`src/rtl/dsp_pkg.sv`:
```
// Shared types and PRBS9 constants for the PRBS9 receive checker.
package dsp_pkg;

  typedef enum logic [1:0] {
    ST_IDLE,
    ST_HUNT,
    ST_VERIFY,
    ST_LOCKED
  } rx_state_t;

  // x^9 + x^5 + 1
  localparam int unsigned PRBS9_LEN   = 9;
  localparam int unsigned PRBS9_TAP_A = 9;
  localparam int unsigned PRBS9_TAP_B = 5;

endpackage

```
`src/rtl/prbs9_predictor.sv`:
```
// PRBS9 self-synchronising predictor: 9-bit history with a selectable shift
// input (received bit while acquiring, own prediction once locked).
module prbs9_predictor
  import dsp_pkg::*;
(
  input  logic clk,
  input  logic i_rst,
  input  logic i_shift,
  input  logic i_use_pred,
  input  logic i_rx_bit,
  output logic o_pred
);

  logic [PRBS9_LEN-1:0] s;
  logic                 shift_in;

  assign o_pred   = s[PRBS9_TAP_A-1] ^ s[PRBS9_TAP_B-1];
  assign shift_in = i_use_pred ? o_pred : i_rx_bit;

  always_ff @(posedge clk) begin
    if (i_rst) begin
      s <= '0;
    end else if (i_shift) begin
      s <= {s[PRBS9_LEN-2:0], shift_in};
    end
  end

endmodule

```
`config.mk`:
```
export PLATFORM = sky130hd
export DESIGN_NAME = prbs9_predictor
export DESIGN_NICKNAME = d
export VERILOG_FILES = /design/src/rtl/dsp_pkg.sv /design/src/rtl/prbs9_predictor.sv
export SDC_FILE = /design/constraint.sdc
export NUM_CORES = 1
export LEC_CHECK = 0
export CAP_MARGIN = 20
export CORE_AREA = 2 2 39 41
export DETAILED_ROUTE_END_ITERATION = 10
export DIE_AREA = 0 0 41 43
export SYNTH_ARGS = -nofsm -noshare
export SYNTH_HDL_FRONTEND = slang
export SYNTH_SLANG_ARGS = --single-unit
```
`constraint.sdc`:
```
create_clock -name clk -period 1.5 [get_ports clk]
set_input_delay 0.3 -clock clk [delete_from_list [all_inputs] [get_ports clk]]
set_output_delay 0.3 -clock clk [all_outputs]
set_load 0.05 [all_outputs]
```
==> impl_metrics.yaml <==
status:
  outcome: "finished, final reports clean"
yosys:
  ys_warn_count: 0
  synthCells: 32
  avgSynthCellArea_um2: 11.22
  seq_area_frac_synth: 0.5017
  syn_nets: 37
  synthDistinctLibCells: 9
  syn_area_um2: 359.1
  ys_seq_elements: 9
final_layout:
  fillers: 149
  utilization: 0.3363
  syn_to_final_growth_pct: 29.62
  finalNonFillerCells: 58
  seq_area_um2: 180.2
  n_antenna_cell: 0
  final_nets: 48
  largest_reg_flops: 9
  reg.largest.list: "s: 9 flops"
  layout_commonest_cell: "dfxtp_1"
  drive_gt1_frac: 0.1667
  stdcell_area_um2: 465.4
  regMostFlops: "s"
  multi_input_area_um2: 156.4
  layout_common_cells: "dfxtp_1, mux2i_1, nor2_1"
timing:
  worst_hold_slack_ns: 0.4971
  slew_viol_final: 0
  fin_worst_skew_ns: 0.002607
  min_period_over_period: 0.9375
  maxSlewHeadroom: 0.8009
  hold_violations: 0
  setup_viol: 0
  rsz0062_at_grt: "no"
  fmax_ghz: 0.7111
  fin_setup_tns_ns: 0
  period_minus_slack_ns: 1.406
  worst_slew_pin_slew_ns: 0.2976
worst_setup_path:
  crit_required_ns: 1.20
  reg2reg_from: "s[4]"
  rrSetupSlack_ns: 0.55
  critPathCaptureType: "output port"
  worstPathMaxFanout: 3
  rr_endpoint: "s[0]"
  crit_arrival_ns: 1.11
  path_class: "reg2out"
  rr_worst_depth: 2
  start_kind: "register"
power:
  swShare: 0.2089
  internal_power_mw: 0.3653
  power_frac_clock: 0.399
  powerDensity_mw_per_mm2: 992.2
  seq_power_share: 0.524
  pwr-share-comb: 0.077
  leakagePower_nw: 0.2090
  switching_power_mw: 0.09648
  ir_drop_mv: 0.4419
global_route:
  grt_max_degree: 9
  grt_pass1_vias: 264
  antenna_found_initial: 0
  overflow: 0
  grt_use_total: 0.1009
  grt_pass1_wl_mm: 1.076
die:
  die_h_um: 43
  start_util: 0.2595
  die_area_mm2: 0.001763
  rows: 14
  io_pins: 6
  core_mm2: 0.001384
  die_w_um: 41
detailed_routing:
  drt_wl_total_um: 618
  ant_nets: 0
  drc: 0
  vias_per_cell: 4.086
  dr.pass1.iters: 4
  wl_per_cell_um: 10.66
  vias: 237
  drtIter0Drc: 3
worst_hold_path:
  whs_path_depth: 2
  hp-start: "s[6]"
  worst_hold_path_type: "reg2reg"
  min_to: "s[6]"
flow_run:
  cap_violations: 0
clocking:
  clock_sinks: 9
  htreeDepth: 1
  cts-resized-gates: 0
  cts_tree: "yes"
  cts_hold_buffers: 0
  clkLatencyLatePin_ns: 0.26
  clk_pin_slew_ns: 0.06
  postCtsSetupBuffers: 0
  cts_root_buffer: "clkbuf_4"
  clock_path_buffers: 2
  cts_buffers: 3
placement:
  place.gp.congestion: 0.6514
  numPortBuffers: 5
  dp_cells: 54
  placed_area_um2: 439.2
  hpwl_um: 406.7
-- area by class of cell --
type,instances,area share
Clock buffer,4,0.05645
Tap cell,16,0.04301
Sequential cell,9,0.3871
Multi-Input combinational cell,21,0.3360
Timing Repair Buffer,8,0.1774
-- Yosys cell counts --
library cell | count | area [µm²]
buf_6 | 2 | 22.52
dfxtp_1 | 9 | 180.2
a311o_1 | 1 | 10.01
mux2i_1 | 8 | 80.08
and4bb_1 | 1 | 12.51
and2b_1 | 1 | 7.510
xor2_1 | 1 | 8.760
nor3b_1 | 1 | 7.510
nor2_1 | 8 | 30.03
-- how the worst max path moves through the flow --
stage / slack, ns / endpoint / cells past startpoint / startpoint
floorplan: 0.02 / s[0] / 2 / s[4]
detailed placement: 0.04 / s[0] / 3 / i_rst
CTS: 0.07 / o_pred / 2 / s[4]
global route: 0.005 / o_pred / 2 / s[4]
finish: 0.09 / o_pred / 2 / s[4]
global placement: 0.07 / s[0] / 4 / i_shift
-- power by group through the flow --
stage                     combinational [mW]  clock (mW)  sequential, mW
final                                 0.0356       0.184           0.242
after global routing                  0.0381       0.208           0.242
after CTS                             0.0359       0.199           0.242
after detailed placement              0.0356           0           0.247
after global placement                0.0354           0           0.247
after floorplan                       0.0214           0           0.247
-- per-stage QoR --
step	worst slack, ns	total power [mW]
floorplan	0.01875	0.2684
global placement	0.06809	0.2827
detailed placement	0.04001	0.2828
CTS	0.07247	0.4774
global route	0.005353	0.4887
finish	0.09380	0.4618
-- worst max-delay path, stage by stage (launching register included) --
cell and delay [ns]:
dfxtp_1 0.38, xor2_1 0.29, buf_12 0.18
-- metal layers --
metal	wire length [µm]	track usage
met5	0	0
met3	24	0.03141
met1	297	0.1078
met2	285	0.1344
met4	10	0.1200
-- logic make-up (layout without fill, tap and decap cells) --
kind of cell           after synthesis  in the layout  synth area share
AND/OR/NAND/NOR                     11             11            0.1603
flip-flops                           9              9            0.5017
multiplexers                         8              8            0.2230
buffers and inverters                2             12           0.06271
AO/OA/AOI/OAI                        1              1           0.02788
XOR/XNOR                             1              1           0.02439
(Power assumes the default switching activity.)
==> RTL change: new RTL, same flow settings <==
Register the output `o_pred`, cleared by the reset; this adds one clock of latency there.
--- a/src/rtl/prbs9_predictor.sv
+++ b/src/rtl/prbs9_predictor.sv
@@ -11,11 +11,13 @@
   output logic o_pred
 );
 
+  logic o_pred_d;
+
   logic [PRBS9_LEN-1:0] s;
   logic                 shift_in;
 
-  assign o_pred   = s[PRBS9_TAP_A-1] ^ s[PRBS9_TAP_B-1];
-  assign shift_in = i_use_pred ? o_pred : i_rx_bit;
+  assign o_pred_d = s[PRBS9_TAP_A-1] ^ s[PRBS9_TAP_B-1];
+  assign shift_in = i_use_pred ? o_pred_d : i_rx_bit;
 
   always_ff @(posedge clk) begin
     if (i_rst) begin
@@ -25,5 +27,13 @@
     end
   end
 
+  always_ff @(posedge clk) begin
+    if (i_rst) begin
+      o_pred <= '0;
+    end else begin
+      o_pred <= o_pred_d;
+    end
+  end
+
 endmodule
 
Behaviour: not the same (a bounded check fails within 10 cycles, from zero or initial values and one cycle with i_rst high).
==> RTL change against the original RTL <==
- cell area grew 4.0%
- setup slack better by 0.32 ns
- synthesized area is 6.6% higher
- sequential cell count up 1
- total power is 18% higher
- routed wire length decreased by 10%
- count of clock-buffer cells in the layout unchanged
- first-iteration DRC count down 67%
- largest cell class unchanged
==> RTL change: results (changes against the original RTL) <==
Outcome
  – Status: completed

Setup path
  – Arrival time worst endpoint: 1.28 ns (+0.17 ns)
  – Critical Path Fanout Max: 2 (-1)
  – Worst reg2reg setup slack: 0.67 ns (+0.12 ns)

Synth
  – Xor and xnor area share after synthesis: 0.0229 (-0.00151)
  – Post-Synthesis Cells: 34 (+6.3%)
  – Top cells by area, synth: dfxtp_1 (52%), mux2i_1 (21%), nor2_1 (8.8%)
  – Mux contribution to synthesized area: 0.209 (-0.0138)
  – Post-synthesis sequential area ratio: 0.523 (+0.0211)
  – Number of distinct library cells after synthesis: 10 (+1)

Pwr
  – Pleak: 0.207 nW (-0.97%)
  – Maximum vdd drop: 0.732 mV (+66%)

Placed design
  – Final RePlAce weighted congestion: 0.629 (-3.4%)
  – Placed Area: 448 µm² (+2.0%)
  – Post-DP HPWL: 396 µm (-2.7%)

Finish
  – Fin cells: 60 (+3.4%)
  – Largest registers: s: 9 flops, o_pred: 1 flops
  – Fraction of layout cells with a size suffix above 1: 0.182 (+0.0152)

Global routing
  – Vias in the first global route: 226 (-14%)
  – First-pass GRT wire length: 876 µm (-19%)
  – GRT Util Overall: 0.0835 (-0.0174)

Timing
  – Fin Hold WS: 0.496 ns (-0.00152 ns)
  – Worst slew pin tran: 0.226 ns (-0.0712 ns)
  – Worst clock skew: 0.00699 ns (+0.00438 ns)

Die
  – Initial Utilization: 0.277 (+0.0172)

Detailed routing
  – Initial DRT Pass Iterations: 3 (-1)
  – Drt wl/cell: 9.23 µm (-13%)
  – Total number of vias: 249 (+5.1%)
  – DRT iter0 DRCs: 1 (-2)

Hold path
  – Worst Hold End: s[1]
  – Hold Startpoint: s[0]
[RTL change: critical path: stages]
cell and delay (ns):
clkdlybuf4s50_1 0.41, or4bb_1 0.49, o221ai_1 0.07
[RTL change: per-layer routing]
metal,global-route usage,part of all wire
met1,0.0809,0.50
met2,0.0969,0.43
met3,0.0942,0.070
met4,0.0600,0
met5,0,0
[RTL change: cell families (layout without fill, tap and decap cells)]
group                     Yosys count  after routing
AOI/OAI and AO/OA                   1              1
and+or+nand+nor                    12             12
buffers and inverters               2             12
DFF                                10             10
xor gates and xnor gates            1              1
muxes                               8              8
[RTL change: cell type report]
cell class                 count  area [µm²]
sequential                    10         200
clock buffer                   4        36.3
multi-input combinational     22         158
tap                           16        20.0
timing repair buffer           8        70.1
fill                         145         900
[RTL change: through the flow]
step                      total power [W]  setup slack, ns
after floorplan                  0.000296            0.572
after global placement           0.000310            0.137
after detailed placement         0.000309            0.128
after CTS                        0.000557            0.417
after global routing             0.000570            0.386
final                            0.000544            0.416
[RTL change: worst max-delay path by stage]
stage / to / cells after the start / slack, ns / from
after floorplan: s[0] / 2 / 0.57 / i_rst
after global placement: s[0] / 3 / 0.14 / i_rx_bit
after detailed placement: s[0] / 3 / 0.13 / i_rst
after CTS: s[0] / 3 / 0.42 / i_rst
after global routing: s[0] / 3 / 0.39 / i_rst
final: s[0] / 3 / 0.42 / i_rst
[RTL change: power by group]
| group | internal (W) | leakage, nW | switching (W) |
|---|---|---|---|
| logic | 0.0000213 | 0.105 | 0.0000132 |
| clock network | 0.000147 | 0.0210 | 0.0000935 |
| registers | 0.000267 | 0.0807 | 0.000000977 |
| total | 0.000436 | 0.207 | 0.000108 |
